`config.mk`:
```
export PLATFORM = sky130hd
export DESIGN_NAME = dmem_arbiter
export DESIGN_NICKNAME = d
export VERILOG_FILES = /design/src/rtl/dmem_arbiter.sv
export SDC_FILE = /design/constraint.sdc
export NUM_CORES = 1
export LEC_CHECK = 0
export BUFFER_PORTS_ARGS = -buffer_cell sky130_fd_sc_hd__buf_2
export CORE_UTILIZATION = 43
export DETAILED_ROUTE_END_ITERATION = 6
export PLACE_DENSITY = 0.76
export SYNTH_ARGS = -nofsm -noshare
export SYNTH_HDL_FRONTEND = slang
export SYNTH_SLANG_ARGS = --single-unit
```
`constraint.sdc`:
```
create_clock -name clk -period 2 [get_ports clk]
set_input_delay 0.3 -clock clk [delete_from_list [all_inputs] [get_ports clk]]
set_output_delay 0.3 -clock clk [all_outputs]
set_load 0.03 [all_outputs]
```
`src/rtl/dmem_arbiter.sv`:
```
// Two-requester arbiter for the 32x8 single-port data memory (CPU vs host/loader),
// registered fixed priority with a bounded CPU streak. Optional host_lock: DMEM_ARB_HOST_LOCK_EN.
module dmem_arbiter #(
  parameter int DATA_WIDTH = 8,
  parameter int ADDR_BITS  = 5,
  parameter int HOLD_MAX   = 4
) (
  input  logic                  clk,
  input  logic                  rst,
`ifdef DMEM_ARB_HOST_LOCK_EN
  input  logic                  host_lock,
`endif
  input  logic                  cpu_req,
  input  logic                  cpu_w_r,
  input  logic [ADDR_BITS-1:0]  cpu_addr,
  input  logic [DATA_WIDTH-1:0] cpu_wdata,
  output logic                  cpu_gnt,
  output logic [DATA_WIDTH-1:0] cpu_rdata,
  output logic                  cpu_valid,
  input  logic                  host_req,
  input  logic                  host_w_r,
  input  logic [ADDR_BITS-1:0]  host_addr,
  input  logic [DATA_WIDTH-1:0] host_wdata,
  output logic                  host_gnt,
  output logic [DATA_WIDTH-1:0] host_rdata,
  output logic                  host_valid,
  output logic                  mem_en,
  output logic                  mem_w_r,
  output logic [ADDR_BITS-1:0]  mem_addr,
  output logic [DATA_WIDTH-1:0] mem_wdata,
  input  logic [DATA_WIDTH-1:0] mem_rdata,
  output logic                  busy,
  output logic [1:0]            dbg_state
);

  // Handshake: a requester holds req/w_r/addr/wdata until it sees its one-cycle gnt;
  // req still high in the cycle after gnt is a fresh access. Read data arrives with a
  // one-cycle x_valid pulse the cycle after the grant; writes produce no valid pulse.

  typedef enum logic [1:0] {
    IDLE   = 2'd0,
    G_CPU  = 2'd1,
    G_HOST = 2'd2
  } state_e;

  localparam logic [3:0] HOLD_LIM = 4'(HOLD_MAX);

  state_e                  state_q, state_d;
  logic [3:0]              streak_q, streak_d;
  logic                    mem_en_q, mem_en_d;
  logic                    mem_w_r_q, mem_w_r_d;
  logic [ADDR_BITS-1:0]    mem_addr_q, mem_addr_d;
  logic [DATA_WIDTH-1:0]   mem_wdata_q, mem_wdata_d;
  logic                    pend_cpu_q, pend_host_q;
  logic [DATA_WIDTH-1:0]   cpu_rdata_q, host_rdata_q;
  logic                    lock_w;

`ifdef DMEM_ARB_HOST_LOCK_EN
  assign lock_w = host_lock;
`else
  assign lock_w = 1'b0;
`endif

  always_comb begin
    state_d  = IDLE;
    streak_d = 4'd0;
    if (lock_w) begin
      // Host owns the memory; a waiting CPU request simply stays pending.
      if (host_req) state_d = G_HOST;
    end else if (cpu_req && host_req) begin
      if (streak_q >= HOLD_LIM) begin
        state_d = G_HOST;
      end else begin
        state_d  = G_CPU;
        streak_d = streak_q + 4'd1;
      end
    end else if (cpu_req) begin
      state_d = G_CPU;
    end else if (host_req) begin
      state_d = G_HOST;
    end
  end

  always_comb begin
    mem_en_d    = 1'b0;
    mem_w_r_d   = 1'b0;
    mem_addr_d  = '0;
    mem_wdata_d = '0;
    case (state_d)
      G_CPU: begin
        mem_en_d    = 1'b1;
        mem_w_r_d   = cpu_w_r;
        mem_addr_d  = cpu_addr;
        mem_wdata_d = cpu_wdata;
      end
      G_HOST: begin
        mem_en_d    = 1'b1;
        mem_w_r_d   = host_w_r;
        mem_addr_d  = host_addr;
        mem_wdata_d = host_wdata;
      end
      default: ;
    endcase
  end

  always_ff @(posedge clk) begin
    if (rst) begin
      state_q      <= IDLE;
      streak_q     <= 4'd0;
      mem_en_q     <= 1'b0;
      mem_w_r_q    <= 1'b0;
      mem_addr_q   <= '0;
      mem_wdata_q  <= '0;
      pend_cpu_q   <= 1'b0;
      pend_host_q  <= 1'b0;
      cpu_rdata_q  <= '0;
      host_rdata_q <= '0;
    end else begin
      state_q     <= state_d;
      streak_q    <= streak_d;
      mem_en_q    <= mem_en_d;
      mem_w_r_q   <= mem_w_r_d;
      mem_addr_q  <= mem_addr_d;
      mem_wdata_q <= mem_wdata_d;
      pend_cpu_q  <= (state_q == G_CPU) && !mem_w_r_q;
      pend_host_q <= (state_q == G_HOST) && !mem_w_r_q;
      if (pend_cpu_q)  cpu_rdata_q  <= mem_rdata;
      if (pend_host_q) host_rdata_q <= mem_rdata;
    end
  end

  // Read data is presented straight from the memory in its valid cycle, then held.
  assign cpu_rdata  = pend_cpu_q  ? mem_rdata : cpu_rdata_q;
  assign host_rdata = pend_host_q ? mem_rdata : host_rdata_q;
  assign cpu_valid  = pend_cpu_q;
  assign host_valid = pend_host_q;
  assign cpu_gnt    = (state_q == G_CPU);
  assign host_gnt   = (state_q == G_HOST);
  assign mem_en     = mem_en_q;
  assign mem_w_r    = mem_w_r_q;
  assign mem_addr   = mem_addr_q;
  assign mem_wdata  = mem_wdata_q;
  assign busy       = mem_en_q | pend_cpu_q | pend_host_q;
  assign dbg_state  = state_q;

endmodule

```
==> results of run 1 <==
==> how the worst max path moves through the flow <==
stage	end	slack, ps
global route	host_rdata[5]	130
CTS	host_rdata[4]	160
detailed placement	mem_addr[4]	500
global placement	streak_q[2]	530
floorplan	host_rdata[0]	530
finish	host_rdata[4]	210
==> cells in the mapped netlist (2+ instances only) <==
master / n / area share [%]
nor2_1: 2 / 0.52
a21oi_1: 14 / 4.8
nand3_1: 28 / 9.7
dfxtp_1: 39 / 54
nand2_1: 2 / 0.52
and2_1: 2 / 0.86
clkbuf_1: 5 / 1.3
mux2_2: 16 / 12
nor3b_1: 2 / 1.0
buf_2: 5 / 1.7
nor2b_1: 18 / 7.8
==> sequential cells by signal, indices dropped and copies added, names as in the netlist <==
signal and count:
mem_wdata 8, mem_addr 5, mem_en 1, cpu_rdata_q 8, host_rdata_q 8, streak_q 4
host_valid 1, cpu_valid 1, dbg_state 2, mem_w_r 1
==> routing by layer <==
layer  global-route usage (%)  share of wire (%)
met1                    21.52                 43
met2                    30.00                 45
met3                    7.576                 10
met4                    9.302                1.1
met5                        0                  0
==> report_power, final <==
part / leakage [nW] / internal [mW] / switching, mW
logic: 0.614 / 0.0946 / 0.155
registers: 0.318 / 0.806 / 0.0131
clock network: 0.0242 / 0.125 / 0.224
total: 0.957 / 1.03 / 0.392
==> placed cells by master, fill, tap and decap left out, drive strengths merged <==
cell type,count
or3,1
o21bai,1
nor2,2
inv,1
or3b,1
o21ai,1
and2,2
nor2b,18
dfxtp,39
ha,1
conb,1
mux2,16
a21oi,14
clkbuf,6
nor3b,3
and2b,1
nand3,28
buf,80
nand2,2
==> metrics by stage <==
stage          setup slack, ps  std cells  hold slack, ps  instance area (um2)
2_1_floorplan            534.2        144           460.0                 1449
3_3_place_gp             533.8        256           447.3                 1857
3_5_place_dp             499.4        256           445.9                 1857
4_1_cts                  164.0        262           202.3                 1898
5_1_grt                  129.8        262           194.1                 1898
6_report                 209.4        262           217.9                 1898
==> final cells by class <==
type	count	area (um2)	area share, %
inverter	1	3.754	0.1978
tap	44	55.05	2.900
timing repair buffer	80	407.9	21.49
sequential	39	780.7	41.13
multi-input combinational	92	609.3	32.10
clock buffer	6	41.29	2.175
==> worst min-delay path, stage by stage <==
cell,delay (ps)
buf_2,90
nand3_1,70
a21oi_1,50
==> cell families after synthesis <==
logic type	share of synthesized area (%)
other	0.2588
adders and majority gates	0.8634
muxes	12.44
and+or+nand+nor	22.80
AOI/OAI and AO/OA	5.700
DFF	53.89
buffers and inverters	4.058
==> impl_metrics.tcl, run 1 <==
set metrics [dict create \
    final_nets 260 \
    die_y_um 60.05 \
    initial_core_util_pct 46.32 \
    fin_crit_sh_pct 89.53 \
    avgRoutedWirePerCell_um 11.53 \
    cts_tree "built" \
    cp.arrival_ps 1490 \
    core_area_um2 3128 \
    num_antenna_cells 0 \
    fin_crit_ps 1791 \
    worstSetupStartpoint "host_valid" \
    path_cells "mux2_2 > buf_2" \
    postCtsResizedCells 0 \
    clock_sinks 39 \
    worstSetupPathType "register to output port" \
    cts_buffer_depth 2 \
    die_area_um2 3605 \
    cts_root_buf "clkbuf_4" \
    grt_pass1_vias 1154 \
    finalSetupViolCount 0 \
    synth_edf_count 0 \
    synthesis.nets 185 \
    path_delay_family "flip-flops" \
    fmax_ghz 0.5585 \
    first_iter_violations 37 \
    power_density_nw_per_um2 747.0 \
    fin_util_pct 60.68 \
    worstSetupStartpointType "register" \
    power.total_mw 1.418 \
    die_width_um 60.05 \
    ys_seq_area_share_pct 53.89 \
    ir_worst_vdd_v 0.0004536 \
    drive_gt1_share_pct 46.79 \
    async_reset_ff_share_pct 0 \
    slowest_delay_ps 590 \
    hold_buffers 0 \
    grt_max_degree 19 \
    max-slew-margin-rel_pct 33.31 \
    final_max_slew_viol_count 0 \
    worst_pin_slew_ps 993.7 \
    fin_tns_setup_ps 0 \
    cp-end-kind "output port" \
    r2r_end "mem_addr[0]" \
    gr-total-overflow 0 \
    synth_cells 144 \
    status "completed" \
    hold_end "mem_addr[2]" \
    grt_usage_pct 18.72 \
    synth_ff_type "dfxtp_1" \
    insertion_delay_ps 330 \
    path_buf_inv 1 \
    ant_nets 0 \
    rrSetupSlack_ps 490 \
    hp-class "input port to register" \
    ys_seq_elements 39 \
    via_count 1261 \
    port_buffers 77 \
    crit_path_top_delay_cell "dfxtp_1" \
    clkTransAtPathRegs_ps 110 \
    power.leakage_nw 0.9567 \
    hpwl_um 2201 \
    routed_wirelength_um 3021 \
    syn_area_per_cell_um2 10.06 \
    drv_cap 0 \
    whs_path_depth 3 \
    syn_area_um2 1449 \
    vias_per_cell 4.813 \
    hold_violations 0 \
    synth_cell_types 22 \
    gp_congestion 0.7492 \
    cts_buffers 5 \
    drt_pass1_iterations 6 \
    post-cts-setup-buffers 0 \
    nFillCells 295 \
    drc 0 \
    clock_skew_ps 9.795 \
    critical_path_required_ps 1700 \
    io_pins 78 \
    rsz0062_at_grt "no" \
    num_rows 20 \
    r2r_start "streak_q[2]" \
    crit_fanout 10 \
    grt_pass1_wl_um 4878 \
    r2r_cells 3 \
    antenna_found_initial 0 \
    min_from "cpu_addr[2]" \
    crit_cells 2 \
    ys_warn_count 0 \
    htreeDepth 2 \
    area_delta_synth_final_pct 31.00 \
]
Power figures use the tool's default switching activity.
==> run 2: changes to the inputs <==
--- a/config.mk
+++ b/config.mk
@@ -9,6 +9,7 @@
 export CORE_UTILIZATION = 43
 export DETAILED_ROUTE_END_ITERATION = 6
 export PLACE_DENSITY = 0.76
+export REMOVE_ABC_BUFFERS = 1
 export SYNTH_ARGS = -nofsm -noshare
 export SYNTH_HDL_FRONTEND = slang
 export SYNTH_SLANG_ARGS = --single-unit
==> impl_metrics.tcl, run 2 (synthesis gave the netlist of run 1 again) <==
set metrics [dict create \
    grtUsageMet3_pct 10.17 \
    worst_pin_slew_ps 1018 \
    most-common-layout-cells "buf_2, dfxtp_1, nand3_1, nor2b_1, mux2_2" \
    io_pins 78 \
    grt_usage_pct 18.65 \
    initial_core_util_pct 46.32 \
    slowest_delay_ps 580 \
    hold_end "mem_wdata[7]" \
    hpwl_um 2149 \
    worstSetupStartpointType "register" \
    cp-end-kind "output port" \
    cts_buffer_depth 2 \
    fin_crit_ps 1793 \
    gr-total-overflow 0 \
    finalSetupViolCount 0 \
    r2r_end "mem_wdata[5]" \
    routed_wirelength_um 2999 \
    die_width_um 60.05 \
    fin_cells 263 \
    vias_per_cell 4.791 \
    grt_pass1_vias 1106 \
    r2r_cells 3 \
    power_density_nw_per_um2 787.0 \
    p_sw_mw 0.4029 \
    hp-class "input port to register" \
    final_nets 259 \
    power.leakage_nw 0.9662 \
    p_int_mw 1.107 \
    nFillCells 284 \
    drt_pass1_iterations 3 \
    use_met1_pct 21.52 \
    htreeDepth 2 \
    crit_path_top_delay_cell "dfxtp_1" \
    area_delta_synth_final_pct 32.38 \
    avgRoutedWirePerCell_um 11.40 \
    num_antenna_cells 0 \
    rrSetupSlack_ps 490 \
    fin_tns_setup_ps 0 \
    core_area_um2 3128 \
    die_y_um 60.05 \
    die_area_um2 3605 \
    post-cts-setup-buffers 0 \
    pwr-share-clk_pct 29.3 \
    grt_max_degree 23 \
    fmax_ghz 0.5576 \
    fin_crit_sh_pct 89.67 \
    cp.arrival_ps 1490 \
    hold_buffers 0 \
    cts_root_buf "clkbuf_4" \
    top_usage_layer "met2" \
    ant_nets 0 \
    path_delay_family "flip-flops" \
    hold_ws_ps 214.0 \
    ir_worst_vdd_v 0.0004733 \
    worstSetupPathType "register to output port" \
    antenna_found_initial 0 \
    multi_input_area_um2 609.3 \
    hold_violations 0 \
    clock_sinks 39 \
    use_met2_pct 28.41 \
    min_from "cpu_wdata[7]" \
    whs_path_depth 3 \
    cts_tree "built" \
    max-slew-margin-rel_pct 31.65 \
    clock_skew_ps 5.191 \
    crit_fanout 10 \
    path_cells "mux2_2 > buf_2" \
    p_comb_share_pct 16.4 \
    final_common_cell "buf_2" \
    r2r_start "streak_q[3]" \
    gp_congestion 0.7596 \
    dpl.cell_count 255 \
    first_iter_violations 28 \
    via_count 1260 \
    final_max_slew_viol_count 0 \
    critical_path_required_ps 1700 \
    setup_slack_ps 206.6 \
    grt_pass1_wl_um 4857 \
    seqPwrFrac_pct 54.2 \
    p_sw_share_pct 26.69 \
    clkTransAtPathRegs_ps 110 \
    status "completed" \
    fin_util_pct 61.32 \
    pre_cts_ws_ps 498.1 \
    drc 0 \
    rsz0062_at_grt "no" \
    cts_buffers 5 \
    drv_cap 0 \
    path_buf_inv 1 \
    drive_gt1_share_pct 47.03 \
    num_rows 20 \
    postCtsResizedCells 0 \
    seq_area_um2 780.7 \
    port_buffers 77 \
    insertion_delay_ps 330 \
]
run 2: changes by cell type in the layout (fill, tap and decap cells not counted), sizes merged:
cell	change
buf	-1
clkbuf	+2
run 2: worst max-delay path by stage:
stage               slack [ps]       endpoint  depth (start not counted)  startpoint
finish                     210  host_rdata[0]                          2  host_valid
global route                90   cpu_rdata[5]                          2   cpu_valid
CTS                        150  host_rdata[0]                          2  host_valid
detailed placement         500   mem_wdata[5]                          4    host_req
global placement           510    streak_q[2]                          4     cpu_req
floorplan                  570  host_rdata[0]                          1  host_valid
run 2: stage by stage:
step	total power, mW	instance area [um2]
after floorplan	0.9818	1394
after global placement	1.084	1849
after CTS	1.532	1918
final	1.510	1918
after global routing	1.602	1918
after detailed placement	1.086	1849
run 2: layout make-up:
class,count,share of cell area [%]
clock buffers,8,3.588
inverters,1,0.1957
multi-input cells,92,31.77
well taps,44,2.870
flip-flops and latches,39,40.70
repair buffers,79,20.87
run 2: power by group through the flow:
stage / registers (mW) / clock network (mW) / logic, mW
global placement: 0.837 / 0 / 0.247
floorplan: 0.877 / 0 / 0.105
finish: 0.819 / 0.442 / 0.248
CTS: 0.820 / 0.463 / 0.250
global route: 0.823 / 0.506 / 0.273
detailed placement: 0.837 / 0 / 0.249
run 2: metal layers:
metal  up-vias  share of wire (%)
li1        633                  -
met1       554                 43
met2        67                 44
met3         6                 12
met4         0                1.6
met5         -                  0
run 2: worst min-delay path: stages:
cell	delay, ps
buf_2	90
nand3_1	60
a21oi_1	50
